===== config.mk =====
export PLATFORM = sky130hd
export DESIGN_NAME = io64_uart_tx
export DESIGN_NICKNAME = d
export VERILOG_FILES = /design/src/rtl/io64_uart_tx.sv
export SDC_FILE = /design/constraint.sdc
export NUM_CORES = 1
export LEC_CHECK = 0
export BUFFER_PORTS_ARGS = -buffer_cell sky130_fd_sc_hd__buf_2
export CORE_ASPECT_RATIO = 0.6
export CORE_MARGIN = 4
export CORE_UTILIZATION = 25
export CTS_CLUSTER_DIAMETER = 200
export DETAILED_ROUTE_END_ITERATION = 16
export SYNTH_ARGS = -nofsm -noshare
export SYNTH_HDL_FRONTEND = slang
export SYNTH_SLANG_ARGS = --single-unit

===== constraint.sdc =====
create_clock -name CLK -period 3.5 [get_ports CLK]
set_clock_uncertainty 0.2 [all_clocks]
set_input_delay 0.875 -clock CLK [delete_from_list [all_inputs] [get_ports CLK]]
set_output_delay 0.875 -clock CLK [all_outputs]
set_load 0.01 [all_outputs]

===== src/rtl/io64_uart_tx.sv =====
// io64_uart_tx: captures 16-bit writes to the IO64 output address off the
// write-back RAM bus, queues them in a small FIFO and streams each word out
// as two UART 8N1 frames (low byte first, then high byte).
module io64_uart_tx #(
  parameter int         CLKS_PER_BIT = 868,
  parameter int         FIFO_DEPTH   = 4,
  parameter logic [7:0] IO_ADDR      = 8'h40
) (
  input  logic        CLK,
  input  logic        RESET_N,
  input  logic [7:0]  RAM_ADDR,
  input  logic [15:0] RAM_IN,
  input  logic        RAM_WEN,
  output logic        TX,
  output logic        BUSY,
  output logic        OVERFLOW
);

  localparam int AW = $clog2(FIFO_DEPTH);
  localparam int PW = AW + 1;
  localparam int BW = (CLKS_PER_BIT > 1) ? $clog2(CLKS_PER_BIT) : 1;
  localparam logic [BW-1:0] BAUD_LAST = BW'(CLKS_PER_BIT - 1);

  typedef enum logic [1:0] {
    IDLE  = 2'd0,
    START = 2'd1,
    DATA  = 2'd2,
    STOP  = 2'd3
  } state_t;

  // FIFO storage and pointers (one extra MSB distinguishes full from empty)
  logic [15:0]   fifo_mem_r [FIFO_DEPTH];
  logic [PW-1:0] wr_ptr_r;
  logic [PW-1:0] rd_ptr_r;

  // Transmitter state
  state_t        state_r;
  logic          hi_sel_r;
  logic [2:0]    bit_idx_r;
  logic [7:0]    shift_r;
  logic [15:0]   word_r;
  logic [BW-1:0] baud_r;
  logic          tx_r;
  logic          busy_r;
  logic          overflow_r;

  // Combinational control
  logic          fifo_empty_s;
  logic          fifo_full_s;
  logic          push_req_s;
  logic          push_ok_s;
  logic          pop_s;
  logic          load_word_s;
  logic          baud_tick_s;
  logic          busy_nxt_s;
  logic [15:0]   fifo_rdata_s;

  // FIFO status, push/pop arbitration and next-cycle busy
  always_comb begin
    fifo_empty_s = (wr_ptr_r == rd_ptr_r);
    fifo_full_s  = (wr_ptr_r[AW] != rd_ptr_r[AW]) &&
                   (wr_ptr_r[AW-1:0] == rd_ptr_r[AW-1:0]);
    push_req_s   = RAM_WEN && (RAM_ADDR == IO_ADDR);
    baud_tick_s  = (baud_r == BAUD_LAST);
    // Points where the FSM may fetch a fresh word: idle, or the end of a high-byte stop bit
    load_word_s  = (state_r == IDLE) ||
                   ((state_r == STOP) && baud_tick_s && hi_sel_r);
    pop_s        = load_word_s && !fifo_empty_s;
    // A pop on the same edge frees a slot, so a push into a full FIFO still lands
    push_ok_s    = push_req_s && (!fifo_full_s || pop_s);
    // Next state is IDLE only when fetching from an empty FIFO; a same-edge push keeps us busy
    busy_nxt_s   = !(load_word_s && fifo_empty_s && !push_ok_s);
    fifo_rdata_s = fifo_mem_r[rd_ptr_r[AW-1:0]];
  end

  // FIFO data array write port
  always_ff @(posedge CLK) begin
    if (push_ok_s) begin
      fifo_mem_r[wr_ptr_r[AW-1:0]] <= RAM_IN;
    end
  end

  // FIFO pointers and sticky overflow flag
  always_ff @(posedge CLK or negedge RESET_N) begin
    if (!RESET_N) begin
      wr_ptr_r   <= {PW{1'b0}};
      rd_ptr_r   <= {PW{1'b0}};
      overflow_r <= 1'b0;
    end else begin
      if (push_ok_s) begin
        wr_ptr_r <= wr_ptr_r + PW'(1);
      end
      if (pop_s) begin
        rd_ptr_r <= rd_ptr_r + PW'(1);
      end
      if (push_req_s && !push_ok_s) begin
        overflow_r <= 1'b1;
      end
    end
  end

  // UART transmit FSM with baud counter and registered TX/BUSY
  always_ff @(posedge CLK or negedge RESET_N) begin
    if (!RESET_N) begin
      state_r   <= IDLE;
      hi_sel_r  <= 1'b0;
      bit_idx_r <= 3'd0;
      shift_r   <= 8'h00;
      word_r    <= 16'h0000;
      baud_r    <= {BW{1'b0}};
      tx_r      <= 1'b1;
      busy_r    <= 1'b0;
    end else begin
      busy_r <= busy_nxt_s;

      // Counter rests at zero while idle so a new frame starts on a clean bit
      if (state_r == IDLE) begin
        baud_r <= {BW{1'b0}};
      end else if (baud_tick_s) begin
        baud_r <= {BW{1'b0}};
      end else begin
        baud_r <= baud_r + BW'(1);
      end

      case (state_r)
        IDLE: begin
          if (pop_s) begin
            word_r   <= fifo_rdata_s;
            shift_r  <= fifo_rdata_s[7:0];
            hi_sel_r <= 1'b0;
            tx_r     <= 1'b0;
            state_r  <= START;
          end else begin
            tx_r <= 1'b1;
          end
        end
        START: begin
          if (baud_tick_s) begin
            bit_idx_r <= 3'd0;
            tx_r      <= shift_r[0];
            state_r   <= DATA;
          end
        end
        DATA: begin
          if (baud_tick_s) begin
            if (bit_idx_r == 3'd7) begin
              tx_r    <= 1'b1;
              state_r <= STOP;
            end else begin
              bit_idx_r <= bit_idx_r + 3'd1;
              shift_r   <= {1'b0, shift_r[7:1]};
              tx_r      <= shift_r[1];
            end
          end
        end
        STOP: begin
          if (baud_tick_s) begin
            if (!hi_sel_r) begin
              // Second byte of the same word follows with no gap
              shift_r  <= word_r[15:8];
              hi_sel_r <= 1'b1;
              tx_r     <= 1'b0;
              state_r  <= START;
            end else if (pop_s) begin
              word_r   <= fifo_rdata_s;
              shift_r  <= fifo_rdata_s[7:0];
              hi_sel_r <= 1'b0;
              tx_r     <= 1'b0;
              state_r  <= START;
            end else begin
              tx_r    <= 1'b1;
              state_r <= IDLE;
            end
          end
        end
        default: begin
          tx_r    <= 1'b1;
          state_r <= IDLE;
        end
      endcase
    end
  end

  assign TX       = tx_r;
  assign BUSY     = busy_r;
  assign OVERFLOW = overflow_r;

endmodule


Yosys cells after proc, flatten, opt, wreduce, memory -nomap -nowiden
Memories as Yosys holds them, arrays and structs flattened.
Index checks and enable logic that the tools add are counted.
{ "op_classes": {"n_addsub": 4, "n_eq_ne": 16, "mux": 37, "n_reduce_logical": 25} }
{ "ops": {"columns": ["cell", "n"], "rows": [
  ["16-bit two-way mux", 3],
  ["8-bit two-way mux", 5],
  ["16-bit case mux with 2 select lines", 1],
  ["8-bit case mux with 3 select lines", 1],
  ["10-bit two-way mux", 2],
  ["2-bit != test (second input constant)", 7],
  ["1-bit two-way mux", 13],
  ["10-bit by 1-bit adder with 10-bit output (second input constant)", 1],
  ["10-bit == test (second input constant)", 1],
  ["2-bit two-way mux", 5],
  ["3-bit by 1-bit adder with 3-bit output (second input constant)", 3],
  ["1-bit logical AND", 9],
  ["3-bit two-way mux", 3],
  ["3-bit AND reduction", 3],
  ["8-bit by 7-bit == test with 1-bit output (second input constant)", 1],
  ["2-bit case mux with 4 select lines", 1],
  ["4-bit AND reduction", 2],
  ["3-bit case mux with 2 select lines", 1],
  ["5-bit AND reduction", 1],
  ["2-bit == test (second input constant)", 2],
  ["1-bit logical NOT", 4],
  ["1-bit case mux with 4 select lines", 1],
  ["2-bit nonzero test", 2],
  ["3-bit == test", 1],
  ["other kinds (8)", 9]
]} }
{ "totals": {"ff_bits": 49, "mem_bits_rw": 64, "input_bits": 27, "out_inout_bits": 3, "wordCells": 94, "n_memories": 1} }
{ "mem_list": {"columns": ["memory", "words", "word_bits", "rd", "rd_clocked_by_memory_dff", "write_ports", "line", "text"], "rows": [
  ["fifo_mem_r", 4, 16, 1, 0, 1, "32", "logic [15:0] fifo_mem_r [FIFO_DEPTH];"]
]} }

Depth between registers and ports, before layout
{ "depth": {"word_depth": 10, "mapped_depth": 8, "ltp_nobuf": 7} }

Least setup slack after synthesis
No wires, ideal clock.
{ "synth_path": {"path_type": "input to register", "start": "input port RAM_ADDR[2]", "end": "memory fifo_mem_r[3][0], enable pin", "setup_time_ns": 0.375, "t_arrival_ns": 2.078, "required_ns": 2.925, "setup_slack_ns": 0.846, "path_stages": 4, "n_path_buf": 0, "cell_sequence": "nor4_1 -> nand4_1 -> a31oi_4 -> and2_1"} }
{ "synth_via": {"elab_chain_cells": 5} }
{ "synth_lines": {"columns": ["item", "line", "text"], "rows": [
  ["start, declared", "11", "input logic [7:0] RAM_ADDR,"],
  ["8-bit by 7-bit == test with 1-bit output", "63", "push_req_s = RAM_WEN && (RAM_ADDR == IO_ADDR);"],
  ["1-bit logical AND", "63", null],
  ["1-bit logical AND", "70", "push_ok_s = push_req_s && (!fifo_full_s || pop_s);"],
  ["1-bit two-way mux", "78", "if (push_ok_s) begin"],
  ["1-bit two-way mux (not written as such)", "79", "fifo_mem_r[wr_ptr_r[AW-1:0]] <= RAM_IN;"],
  ["end, declared", "32", null]
]} }
No other way between the ends.

Worst setup path in the final report
{ "layout_path": {"start": "register baud_r[0]", "end": "register state_r[1]"} }
{ "layout_via": {"elab_chain_cells": 7, "word_cells_on_any_way": 10, "cone_classes": "eq/ne (5); reduce/logical (5)"} }
{ "layout_lines": {"columns": ["item", "line", "text"], "rows": [
  ["start, declared", "42", "logic [BW-1:0] baud_r;"],
  ["start signal, assigned", "110", "baud_r <= {BW{1'b0}};"],
  ["start signal, assigned", "118", "baud_r <= {BW{1'b0}};"],
  ["start signal, assigned", "120", "baud_r <= {BW{1'b0}};"],
  ["10-bit == test (*)", "64", "baud_tick_s = (baud_r == BAUD_LAST);"],
  ["1-bit logical AND (2 in a row)", "67", "((state_r == STOP) && baud_tick_s && hi_sel_r);"],
  ["1-bit logical OR", "66", "load_word_s = (state_r == IDLE) ||"],
  ["1-bit logical AND", "68", "pop_s = load_word_s && !fifo_empty_s;"],
  ["2-bit != test (no source line)", null, null],
  ["5-bit AND reduction (no source line) (*)", null, null],
  ["end signal, assigned", "105", "state_r <= IDLE;"],
  ["end signal, assigned", "132", "state_r <= START;"],
  ["end signal, assigned", "141", "state_r <= DATA;"],
  ["end, declared", "37", "state_t state_r;"]
]} }
Mark *: on every way between the ends. The rest lies on a longest branch, timed or not.
A chain may end at the register's enable or synchronous reset.

==> flow_summary.ini <==
[status]
status = finished, final reports clean

[global_route]
grt_max_degree = 42
grt_overflow = 0
antenna_found_initial = 0
grt_usage_pct = 9.29
grt_pass1_vias = 2533
grt_first_pass_wirelength_um = 14800

[sta]
setup_viol = 0
fin_crit_ns = 2.72
hold_viol_final = 0
relSlewSlack_pct = 38.3
worst_pin_slew_ns = 0.925
rsz0062_at_grt = false
max_freq_mhz = 368
tns_ns = 0
slew_viol_final = 0
fin_crit_sh_pct = 77.7
timing.hold.ws_ns = 0.275

[power_and_ir_drop]
switching_share_pct = 33.0
sequentialPowerShare_pct = 42.3
p_per_area_nw_per_um2 = 729
internal_power_mw = 2.57
ir_worst_vdd_mv = 0.271
switching_power_mw = 1.27
power_frac_comb_pct = 32.7
leakage_nw = 1.97
p_clk_share_pct = 25.0

[job]
maxCapViolations = 0

[synthesis]
synthAdderAreaFrac_pct = 3.32
synthCells = 278
ys_top_cells_by_area = edfxtp_1 42%, dfrtp_1 22%, mux4_2 8.0%
synth_compound_area_share_pct = 8.26
post_synth.cell_area_avg_um2 = 16.3
synth.area.mux_share_pct = 10.7
netlist.area_leader.share_pct = 42.4
yosys.area_share.simple_pct = 7.85
ys_ff_latch = 105
ys.flop_type = edfxtp_1
synth-xor-area-share_pct = 2.90
synth_enable_flop_cells = 64
synth_fp_nets = 317
netlist.top_cell.by_area = edfxtp_1
ys_seq_area_share_pct = 65.1
synth_cell_types = 52
yosys_warnings = 0
synthArstFlopShare_pct = 39.0
synthesis.area_um2 = 4530
synth_top_family_by_area = multiplexers

[setup_path]
path_class = flop to flop
rrSetupSlack_ns = 0.78
critPathCaptureType = flop
crit_fanout = 12
setup.worst_path.start_class = flop
r2r-start = baud_r[0]
cp.arrival_ns = 2.75
rr_worst_depth = 6
r2r-end = state_r[1]
critPathRequiredTime_ns = 3.53

[placement]
port_buffers = 29
dpl_cell_area_um2 = 4970
numPlacedInstances = 538
hpwl_um = 6670
gp_congestion = 0.730

[cts]
cts_tree = built
clock_latency_ns = 0.34
cts_root_buf = clkbuf_16
clock_path_buffers = 2
htree_levels = 3
cts-hold-fix-buffers = 0
ctsResizeCount = 0
clkSinkCount = 105
cts_made_buffers = 9
cts_setup_buffers = 0
clkTransAtPathRegs_ns = 0.07

[layout]
nets = 354
fin_cells = 554
multi_input_area_um2 = 1500
drive_above_1_share_pct = 27.8
final_area_um2 = 5250
area_growth_pct = 16.0
fill_cells = 1699
n_antenna_cell = 0
register_area_um2 = 2950

[floorplan]
pin_count = 30
start_util_pct = 25.9
dieHeight_um = 112
rows = 37
placeableCoreArea_um2 = 17500
die_x_um = 182
fp.dieArea_um2 = 20400

[route]
drtIter0Drc = 221
vias = 2472
drt_pre_antenna_iters = 5
drc_errors = 0
wl_per_cell_um = 16.6
via_per_inst = 4.46
final_antenna_net_count = 0
routed_wl_um = 9170

[hold_path]
hp-class = flop to flop
hold_depth = 1
hold_path_end = OVERFLOW
worstHoldStart = OVERFLOW
per-layer routing:
metal / share of wire [%] / track usage, % / routed length (µm)
met5: 0 / 0 / 0
met2: 41 / 12.2 / 3720
met4: 0.21 / 1.35 / 19
met1: 51 / 15.1 / 4720
met3: 7.7 / 2.78 / 709
cell usage in the layout, fill, tap and decap left out, types with 5 or more instances in the layout:
master,n
inv_1,7
clkbuf_16,9
nand3_1,6
dfrtp_1,40
ha_1,12
mux2_2,10
mux4_2,16
and2_1,5
edfxtp_1,64
a222oi_1,7
buf_2,29
nor2_1,16
o2bb2ai_1,9
nand2_1,10
xor2_1,11
buf_4,8
Yosys cell counts, types with 6 or more instances:
cell type	number
dfrtp_1	40
a222oi_1	7
nor2_1	16
ha_1	12
o2bb2ai_1	9
inv_1	7
mux2_2	10
nand3_1	6
mux4_2	16
nand2_1	10
xor2_1	11
edfxtp_1	64
per-stage QoR:
step	setup slack, ns	power (mW)	util, %
after floorplan	0.846	2.56	-
after global placement	0.807	2.87	28.5
after detailed placement	0.769	2.91	28.5
after CTS	0.802	3.88	30.1
after global routing	0.610	4.05	30.1
final	0.781	3.83	30.1
kinds of logic (layout without fill, tap and decap cells):
family,Yosys count,in the layout
and+or+nand+nor,61,61
adders and majority gates,12,12
buffers and inverters,18,60
muxes,27,27
DFF,105,105
AOI/OAI and AO/OA,40,40
xor gates and xnor gates,15,15
how the worst max path moves through the flow:
stage / endpoint / slack (ns) / start / depth (start not counted)
after CTS: state_r[1] / 0.80 / baud_r[0] / 6
final: state_r[1] / 0.78 / baud_r[0] / 6
after global routing: word_r[10] / 0.61 / baud_r[0] / 6
after detailed placement: fifo_mem_r[1][4] / 0.77 / RAM_ADDR[2] / 6
after floorplan: fifo_mem_r[3][0] / 0.85 / RAM_ADDR[2] / 4
after global placement: fifo_mem_r[3][0] / 0.81 / RAM_ADDR[2] / 6
flip-flops by register name (all words and copies together), names as in the netlist, 2 cells and up:
| signal | cells |
|---|---|
| fifo_mem_r | 64 |
| word_r | 8 |
| state_r | 2 |
| bit_idx_r | 3 |
| baud_r | 10 |
| rd_ptr_r | 3 |
| wr_ptr_r | 3 |
| shift_r | 8 |
critical path, stage by stage, from the launching register on:
cell	delay, ns
dfrtp_1	0.39
ha_1	0.27
nor4b_4	0.40
nand4_2	0.43
o221a_1	0.45
nor2_1	0.13
mux2_2	0.34
power groups by stage:
stage | registers (mW) | logic, mW | clock network (mW)
6_report | 1.62 | 1.25 | 0.959
5_1_grt | 1.65 | 1.37 | 1.04
4_1_cts | 1.62 | 1.26 | 0.990
3_5_place_dp | 1.64 | 1.26 | 0
3_3_place_gp | 1.64 | 1.23 | 0
2_1_floorplan | 1.60 | 0.967 | 0
final cells by class:
| class | instances | share of cell area, % |
|---|---|---|
| flip-flops and latches | 105 | 56.1 |
| clock inverters | 7 | 1.14 |
| inverters | 7 | 0.500 |
| multi-input cells | 155 | 28.5 |
| repair buffers | 37 | 3.91 |
| clock buffers | 9 | 4.29 |
| well taps | 234 | 5.57 |
(Power assumes the default switching activity.)
